[src/rtl/fp_multiply_pipe.sv]
// -----------------------------------------------------------------------------
// fp_multiply_pipe
//   Pipelined IEEE-754-style floating-point multiplier (binary32 by default)
//   with valid/ready flow control and per-result exception flags. It is the
//   multiply stage of the neuron MAC datapath, between operand fetch and the
//   accumulator.
//
//   Pipeline ranks (each with its own valid bit):
//     s0  input capture of the accepted operand pair
//     s1  unpack/classify, special-case resolution, sign XOR, exponent sum
//     s2  (MAN_W+1)x(MAN_W+1) significand multiply
//     out normalise, round-to-nearest-even, pack, flag (product_o/flags_o)
//   An operand pair accepted at clock edge N is presented on valid_o after
//   edge N+3 when nothing stalls.
//
//   Denormal inputs are flushed to signed zero. Tiny results are flushed to
//   signed zero with underflow and inexact set.
//
// Ports
//   clk_i      in   1  clock, rising edge
//   reset_ni   in   1  asynchronous active-low reset
//   valid_i    in   1  a_i/b_i hold a valid operand pair
//   ready_o    out  1  block accepts operands this cycle
//   a_i, b_i   in   W  operands {sign, exp, frac}, W = 1+EXP_W+MAN_W
//   valid_o    out  1  product_o/flags_o valid
//   ready_i    in   1  downstream accepts the result this cycle
//   product_o  out  W  rounded product
//   flags_o    out  4  {invalid, overflow, underflow, inexact}
// -----------------------------------------------------------------------------
module fp_multiply_pipe #(
  parameter int EXP_W = 8,
  parameter int MAN_W = 23
) (
  input  logic                 clk_i,
  input  logic                 reset_ni,
  input  logic                 valid_i,
  output logic                 ready_o,
  input  logic [EXP_W+MAN_W:0] a_i,
  input  logic [EXP_W+MAN_W:0] b_i,
  output logic                 valid_o,
  input  logic                 ready_i,
  output logic [EXP_W+MAN_W:0] product_o,
  output logic [3:0]           flags_o
);

  localparam int W       = 1 + EXP_W + MAN_W;
  localparam int SW      = MAN_W + 1;          // significand incl. hidden bit
  localparam int PW      = 2 * SW;             // full product width
  localparam int EW      = EXP_W + 2;          // signed working exponent
  localparam int BIAS    = 2**(EXP_W-1) - 1;
  localparam int EXP_MAX = 2**EXP_W - 1;

  localparam logic signed [EW-1:0] EXP_MAX_S = EW'(EXP_MAX);
  localparam logic [W-1:0] QNAN = {1'b0, {EXP_W{1'b1}}, 1'b1, {(MAN_W-1){1'b0}}};

  typedef struct packed {
    logic zero;   // exp == 0 (denormals flushed to zero)
    logic inf;
    logic nan;
    logic snan;   // NaN with quiet bit clear
  } class_t;

  function automatic class_t classify(input logic [W-1:0] x);
    class_t c;
    logic   exp_ones;
    logic   frac_nz;
    exp_ones = &x[W-2 -: EXP_W];
    frac_nz  = |x[MAN_W-1:0];
    c.zero   = ~|x[W-2 -: EXP_W];
    c.inf    = exp_ones & ~frac_nz;
    c.nan    = exp_ones & frac_nz;
    c.snan   = exp_ones & frac_nz & ~x[MAN_W-1];
    return c;
  endfunction

  // ---------------------------------------------------------------------------
  // Flow control. advance = !valid_o | ready_i is the single enable for every
  // rank: when it is low the whole pipeline holds (outputs stay stable), when
  // it is high every rank shifts, bubbles included. ready_o equals advance, so
  // an input transfer is valid_i & ready_o and an output transfer is
  // valid_o & ready_i; nothing is dropped or duplicated.
  // ---------------------------------------------------------------------------
  logic advance;
  assign advance = !valid_o || ready_i;
  assign ready_o = advance;

  // s0: captured operands
  logic         s0_valid;
  logic [W-1:0] s0_a;
  logic [W-1:0] s0_b;

  // s1: classified operands
  logic                 s1_valid;
  logic                 s1_sign;
  logic signed [EW-1:0] s1_exp_sum;
  logic [SW-1:0]        s1_sig_a;
  logic [SW-1:0]        s1_sig_b;
  logic                 s1_special;
  logic [W-1:0]         s1_spec_word;
  logic [3:0]           s1_spec_flags;

  // s2: raw product
  logic                 s2_valid;
  logic                 s2_sign;
  logic signed [EW-1:0] s2_exp_sum;
  logic [PW-1:0]        s2_prod;
  logic                 s2_special;
  logic [W-1:0]         s2_spec_word;
  logic [3:0]           s2_spec_flags;

  // ---------------------------------------------------------------------------
  // s1 combinational: classification and special-case resolution. Specials
  // are decided here and carried alongside the arithmetic, overriding it at
  // the output rank.
  // ---------------------------------------------------------------------------
  class_t               a_cls;
  class_t               b_cls;
  logic                 c1_sign;
  logic signed [EW-1:0] c1_exp_sum;
  logic                 c1_special;
  logic [W-1:0]         c1_spec_word;
  logic [3:0]           c1_spec_flags;

  always_comb begin
    a_cls         = classify(s0_a);
    b_cls         = classify(s0_b);
    c1_sign       = s0_a[W-1] ^ s0_b[W-1];
    // Unbiased-sum-plus-bias fits in EXP_W+2 signed bits for every finite pair.
    c1_exp_sum    = EW'(s0_a[W-2 -: EXP_W]) + EW'(s0_b[W-2 -: EXP_W]) - EW'(BIAS);
    c1_special    = 1'b0;
    c1_spec_word  = '0;
    c1_spec_flags = 4'b0000;
    if (a_cls.nan || b_cls.nan) begin
      c1_special    = 1'b1;
      c1_spec_word  = QNAN;
      c1_spec_flags = {a_cls.snan | b_cls.snan, 3'b000};
    end else if ((a_cls.inf && b_cls.zero) || (b_cls.inf && a_cls.zero)) begin
      c1_special    = 1'b1;
      c1_spec_word  = QNAN;
      c1_spec_flags = 4'b1000;
    end else if (a_cls.inf || b_cls.inf) begin
      c1_special    = 1'b1;
      c1_spec_word  = {c1_sign, {EXP_W{1'b1}}, {MAN_W{1'b0}}};
    end else if (a_cls.zero || b_cls.zero) begin
      c1_special    = 1'b1;
      c1_spec_word  = {c1_sign, {(W-1){1'b0}}};
    end
  end

  // ---------------------------------------------------------------------------
  // Output rank combinational: normalise, round, detect range exceptions.
  // The product of two [1,2) significands lies in [1,4); the top bit tells
  // whether a one-place right shift (and exponent increment) is needed.
  // ---------------------------------------------------------------------------
  logic                 c3_top;
  logic [MAN_W-1:0]     c3_frac;
  logic                 c3_guard;
  logic                 c3_sticky;
  logic                 c3_round_up;
  logic [SW-1:0]        c3_frac_r;
  logic                 c3_carry;
  logic signed [EW-1:0] c3_exp;
  logic                 c3_overflow;
  logic                 c3_underflow;
  logic                 c3_inexact;
  logic [W-1:0]         c3_word;
  logic [3:0]           c3_flags;

  always_comb begin
    c3_top = s2_prod[PW-1];
    if (c3_top) begin
      c3_frac   = s2_prod[PW-2 -: MAN_W];
      c3_guard  = s2_prod[PW-2-MAN_W];
      c3_sticky = |s2_prod[PW-3-MAN_W:0];
    end else begin
      c3_frac   = s2_prod[PW-3 -: MAN_W];
      c3_guard  = s2_prod[PW-3-MAN_W];
      c3_sticky = |s2_prod[PW-4-MAN_W:0];
    end
    c3_inexact  = c3_guard | c3_sticky;
    // Ties-to-even: round up on guard unless it is an exact tie with an even LSB.
    c3_round_up = c3_guard & (c3_sticky | c3_frac[0]);
    c3_frac_r   = {1'b0, c3_frac} + SW'(c3_round_up);
    // A carry out of rounding leaves the fraction all zeros; only the
    // exponent needs bumping.
    c3_carry    = c3_frac_r[MAN_W];
    c3_exp      = s2_exp_sum + EW'(c3_top) + EW'(c3_carry);

    c3_overflow  = !c3_exp[EW-1] && (c3_exp >= EXP_MAX_S);
    c3_underflow = c3_exp[EW-1] || (c3_exp == '0);

    c3_word  = {s2_sign, c3_exp[EXP_W-1:0], c3_frac_r[MAN_W-1:0]};
    c3_flags = {3'b000, c3_inexact};
    if (s2_special) begin
      c3_word  = s2_spec_word;
      c3_flags = s2_spec_flags;
    end else if (c3_overflow) begin
      c3_word  = {s2_sign, {EXP_W{1'b1}}, {MAN_W{1'b0}}};
      c3_flags = 4'b0101;
    end else if (c3_underflow) begin
      c3_word  = {s2_sign, {(W-1){1'b0}}};
      c3_flags = 4'b0011;
    end
  end

  // ---------------------------------------------------------------------------
  // Pipeline registers. Data registers load on every advance; only the
  // output rank is gated by its incoming valid so a bubble never disturbs
  // the last presented result.
  // ---------------------------------------------------------------------------
  always_ff @(posedge clk_i or negedge reset_ni) begin
    if (!reset_ni) begin
      s0_valid      <= 1'b0;
      s0_a          <= '0;
      s0_b          <= '0;
      s1_valid      <= 1'b0;
      s1_sign       <= 1'b0;
      s1_exp_sum    <= '0;
      s1_sig_a      <= '0;
      s1_sig_b      <= '0;
      s1_special    <= 1'b0;
      s1_spec_word  <= '0;
      s1_spec_flags <= 4'b0000;
      s2_valid      <= 1'b0;
      s2_sign       <= 1'b0;
      s2_exp_sum    <= '0;
      s2_prod       <= '0;
      s2_special    <= 1'b0;
      s2_spec_word  <= '0;
      s2_spec_flags <= 4'b0000;
      valid_o       <= 1'b0;
      product_o     <= '0;
      flags_o       <= 4'b0000;
    end else if (advance) begin
      s0_valid      <= valid_i;
      s0_a          <= a_i;
      s0_b          <= b_i;

      s1_valid      <= s0_valid;
      s1_sign       <= c1_sign;
      s1_exp_sum    <= c1_exp_sum;
      s1_sig_a      <= {1'b1, s0_a[MAN_W-1:0]};
      s1_sig_b      <= {1'b1, s0_b[MAN_W-1:0]};
      s1_special    <= c1_special;
      s1_spec_word  <= c1_spec_word;
      s1_spec_flags <= c1_spec_flags;

      s2_valid      <= s1_valid;
      s2_sign       <= s1_sign;
      s2_exp_sum    <= s1_exp_sum;
      s2_prod       <= PW'(s1_sig_a) * PW'(s1_sig_b);
      s2_special    <= s1_special;
      s2_spec_word  <= s1_spec_word;
      s2_spec_flags <= s1_spec_flags;

      valid_o       <= s2_valid;
      if (s2_valid) begin
        product_o   <= c3_word;
        flags_o     <= c3_flags;
      end
    end
  end

endmodule

[config.mk]
export PLATFORM = sky130hd
export DESIGN_NAME = fp_multiply_pipe
export DESIGN_NICKNAME = d
export VERILOG_FILES = /design/src/rtl/fp_multiply_pipe.sv
export SDC_FILE = /design/constraint.sdc
export NUM_CORES = 2
export LEC_CHECK = 0
export ABC_CLOCK_PERIOD_IN_PS = 11350
export BUFFER_PORTS_ARGS = -buffer_cell sky130_fd_sc_hd__buf_2
export CAP_MARGIN = 20
export CORE_MARGIN = 2
export CORE_UTILIZATION = 66
export CTS_BUF_LIST = sky130_fd_sc_hd__clkbuf_16
export CTS_CLUSTER_SIZE = 8
export DETAILED_ROUTE_END_ITERATION = 8
export PLACE_DENSITY = 0.81
export SYNTH_ARGS = -nofsm -noshare
export SYNTH_HDL_FRONTEND = slang
export SYNTH_SLANG_ARGS = --single-unit
[constraint.sdc]
create_clock -name clk_i -period 11.35 [get_ports clk_i]
set_clock_uncertainty 0.1 [all_clocks]
set_input_delay 0 -clock clk_i [delete_from_list [all_inputs] [get_ports clk_i]]
set_output_delay 0 -clock clk_i [all_outputs]
set_load 0.01 [all_outputs]
==> key figures <==
Synth
  – Synth area leaders: fa_1, dfrtp_1, nand2_1
  – Post-synthesis xor/xnor area fraction: 0.02281
  – Post-Syn Nets: 4103
  – Post-Synthesis Cells: 3359
  – Most used flip-flop cell after synthesis: dfrtp_1
  – Top-count cell post-synth: nand2_1
  – Simple-gate area share of the yosys netlist: 0.2018
  – Synth Area per Inst: 8.802 um2
  – Post-synthesis register bit count: 231
  – Async SR Flop Fraction: 1.000
  – Largest family of logic cells by synthesized area: adder cells
  – Post-synthesis adder-cell area fraction: 0.4090
  – Yosys warnings: 0
  – Leading area contributor after synthesis: fa_1
  – Post-synth EDFFs: 0
  – Proportion of synthesized area in mux cells: 0.01265
  – Post-synth top cells: nand2_1, inv_1, fa_1
  – Cell variety after synth: 67
  – Synth top area share: 0.3277
  – Sequential fraction of the synthesis area: 0.1955
  – Post-synthesis compound-gate area fraction: 0.06183
  – Syn Std Cell Area: 29570 um2

Layout
  – Area added between synthesis and finish: 8.358%
  – Total Nets Final: 4157
  – Layout cell share with drive strength beyond 1: 0.05647

STA
  – Worst slew margin: 0.2484
  – Worst slew pin tran: 1127 ps
  – Post-route setup TNS: 0 ps
  – Hold Fails Final Rpt: 0
  – Max-slew violations: 0
  – Final-report setup violation count: 0
  – Clock period minus worst slack: 7838 ps
  – WHS: 94.67 ps
  – RSZ-0062 raised after global routing: no
  – Period utilization: 0.6906
  – Fmax: 127.6 MHz

Setup path
  – Crit path DAT: 8170 ps
  – Crit path launch type: register
  – Top Family by Delay on Critical Path: adder cells
  – Buf+Inv Stages, Crit Path: 5
  – Crit-path max FO: 25
  – Most Frequent Cell on Critical Path: fa_1
  – CP Cell Sequence: nand2_1, fa_1, inv_1, fa_1, inv_1, fa_1, inv_1, fa_1, fa_1, fa_1, inv_1, fa_1, inv_1, ha_1, nand4_1, nor3_1, nand4_1, a311oi_1, o21ai_0, mux2i_1, a311oi_1
  – Crit path capture type: register
  – Max stage delay on crit path: 1020 ps
  – Critical path type: reg2reg
  – Slowest CP cell: dfrtp_1
  – WP data required: 11680 ps

CTS
  – Clk sinks: 231
  – Clk pin slew, worst setup/hold paths: 50 ps
  – Htree depth: 2
  – Clock latency on the worst-skew pair: 550 ps
  – PostCTS Resize Cnt: 0
  – TritonCTS clock tree: built
  – CTS max path bufs: 3
  – Cts bufs inserted: 35
  – Root buf cell: clkbuf_16

Route
  – Post-route DRC: 0
  – Vias/cell: 5.838
  – DRT iter0 DRCs: 1962
  – Pre-antenna DRT Iters: 7
  – Via count: 23423
  – Routed WL: 77200 um
  – Post-DRT Antenna Nets: 0
  – Met2 WL post-DR: 39330 um
  – Highest Signal Layer: met4
  – Wire length on met1: 29010 um
  – WL/cell: 19.24 um
  – WL met3: 5208 um

Global routing
  – Initial antenna violation count: 2
  – First-pass GRT wire length: 127300 um
  – GRT Overall Usage: 0.3450
  – GR Overflow Total: 0
  – Vias in the first global route: 25323
  – Largest net degree at the start of global routing: 116

Flow run
  – Max-Cap Viols: 0

Floorplanning
  – Core Region: 44220 um2
  – Starting Density: 0.6686
  – Chip width: 215.7 um
  – IO Pins: 106
  – Die ar.: 46500 um2
  – Overall die height: 215.7 um
  – FP Rows: 77

Status
  – Status: complete, no violations

Worst hold path
  – Hold crit path type: in2reg

Placement
  – IO buf count: 105
  – Placer congestion estimate: 0.9636
  – Detailed Place HPWL: 57390 um
==> timing repair <==
action | 4_1_cts | 5_1_grt
buffers inserted | 0 | 0
endpoints found under the hold margin | 152 | 0
hold buffers | 68 | 0
==> worst paths after layout <==
check	depth (start not counted)	slack (ps)	endpoint	from
setup / recovery	21	3510	s2_prod[46]	s1_sig_b[15]
hold / removal	4	90	s0_a[5]	a_i[5]
setup reg to reg	21	3510	s2_prod[46]	s1_sig_b[15]
hold reg to reg	2	360	s2_prod[2]	s2_prod[2]
max in group asynchronous	4	9620	s0_a[17]	reset_ni
min in group asynchronous	3	390	s2_prod[27]	reset_ni
==> metal layers <==
layer | vias up | track usage
li1 | 10349 | -
met1 | 11810 | 0.4318
met2 | 1031 | 0.6033
met3 | 233 | 0.04510
met4 | 0 | 0.1501
met5 | - | 0
==> cell type report <==
type / instances / area (um2)
clock buffer: 35 / 875.8
clock inverter: 7 / 73.82
antenna: 2 / 5.005
multi-input combinational: 2372 / 20950
tap: 592 / 740.7
sequential: 231 / 5782
fill: 3158 / 12180
timing repair buffer: 200 / 1456
inverter: 573 / 2156
==> metrics by stage <==
stage / instances / setup slack (ps) / instance area, um2 / utilization
floorplan: 3359 / 4519 / 29570 / -
global placement: 3899 / 3771 / 30360 / 0.6865
detailed placement: 3899 / 3633 / 30360 / 0.6865
CTS: 4009 / 3598 / 32000 / 0.7237
global route: 4012 / 3153 / 32040 / 0.7245
finish: 4012 / 3512 / 32040 / 0.7245
==> tightest hold or removal path, delay by kind of cell <==
kind                   cells  cell delay (ps)
buffers and inverters      2              610
and+or+nand+nor            2               90
==> sequential cells by signal (all words and copies together) (netlist names), 3 cells and up <==
| name | count |
|---|---|
| s2_prod | 48 |
| product_o | 32 |
| s0_a | 32 |
| s0_b | 32 |
| s1_sig_a | 24 |
| s1_sig_b | 23 |
| s1_exp_sum | 10 |
| s2_exp_sum | 10 |
| flags_o | 4 |
| s1_spec_word | 3 |
| s2_spec_word | 3 |
==> placed cells by master (no fill, tap or decap), drive strengths merged, types with 11 or more instances in the layout <==
cell type and n:
a21o 24, a21oi 86, a22o 22, a31oi 11
and2 287, buf 133, clkbuf 35, dfrtp 231
dlygate4sd3 67, fa 484, ha 192, inv 577
mux2 11, mux2i 25, nand2 776, nand3 40
nand4 27, nor2 83, nor3 23, nor4 28
o21ai 58, xnor2 37, xor2 40
==> cells by family after synthesis <==
logic type      Yosys count
mux                      36
buf+inv                 756
flops                   231
fa+ha+maj               676
compound gates          280
simple gates           1303
xor+xnor                 77
Power is not shown: default switching activity piles up to over one toggle a cycle in this logic, so the estimate is an artifact.
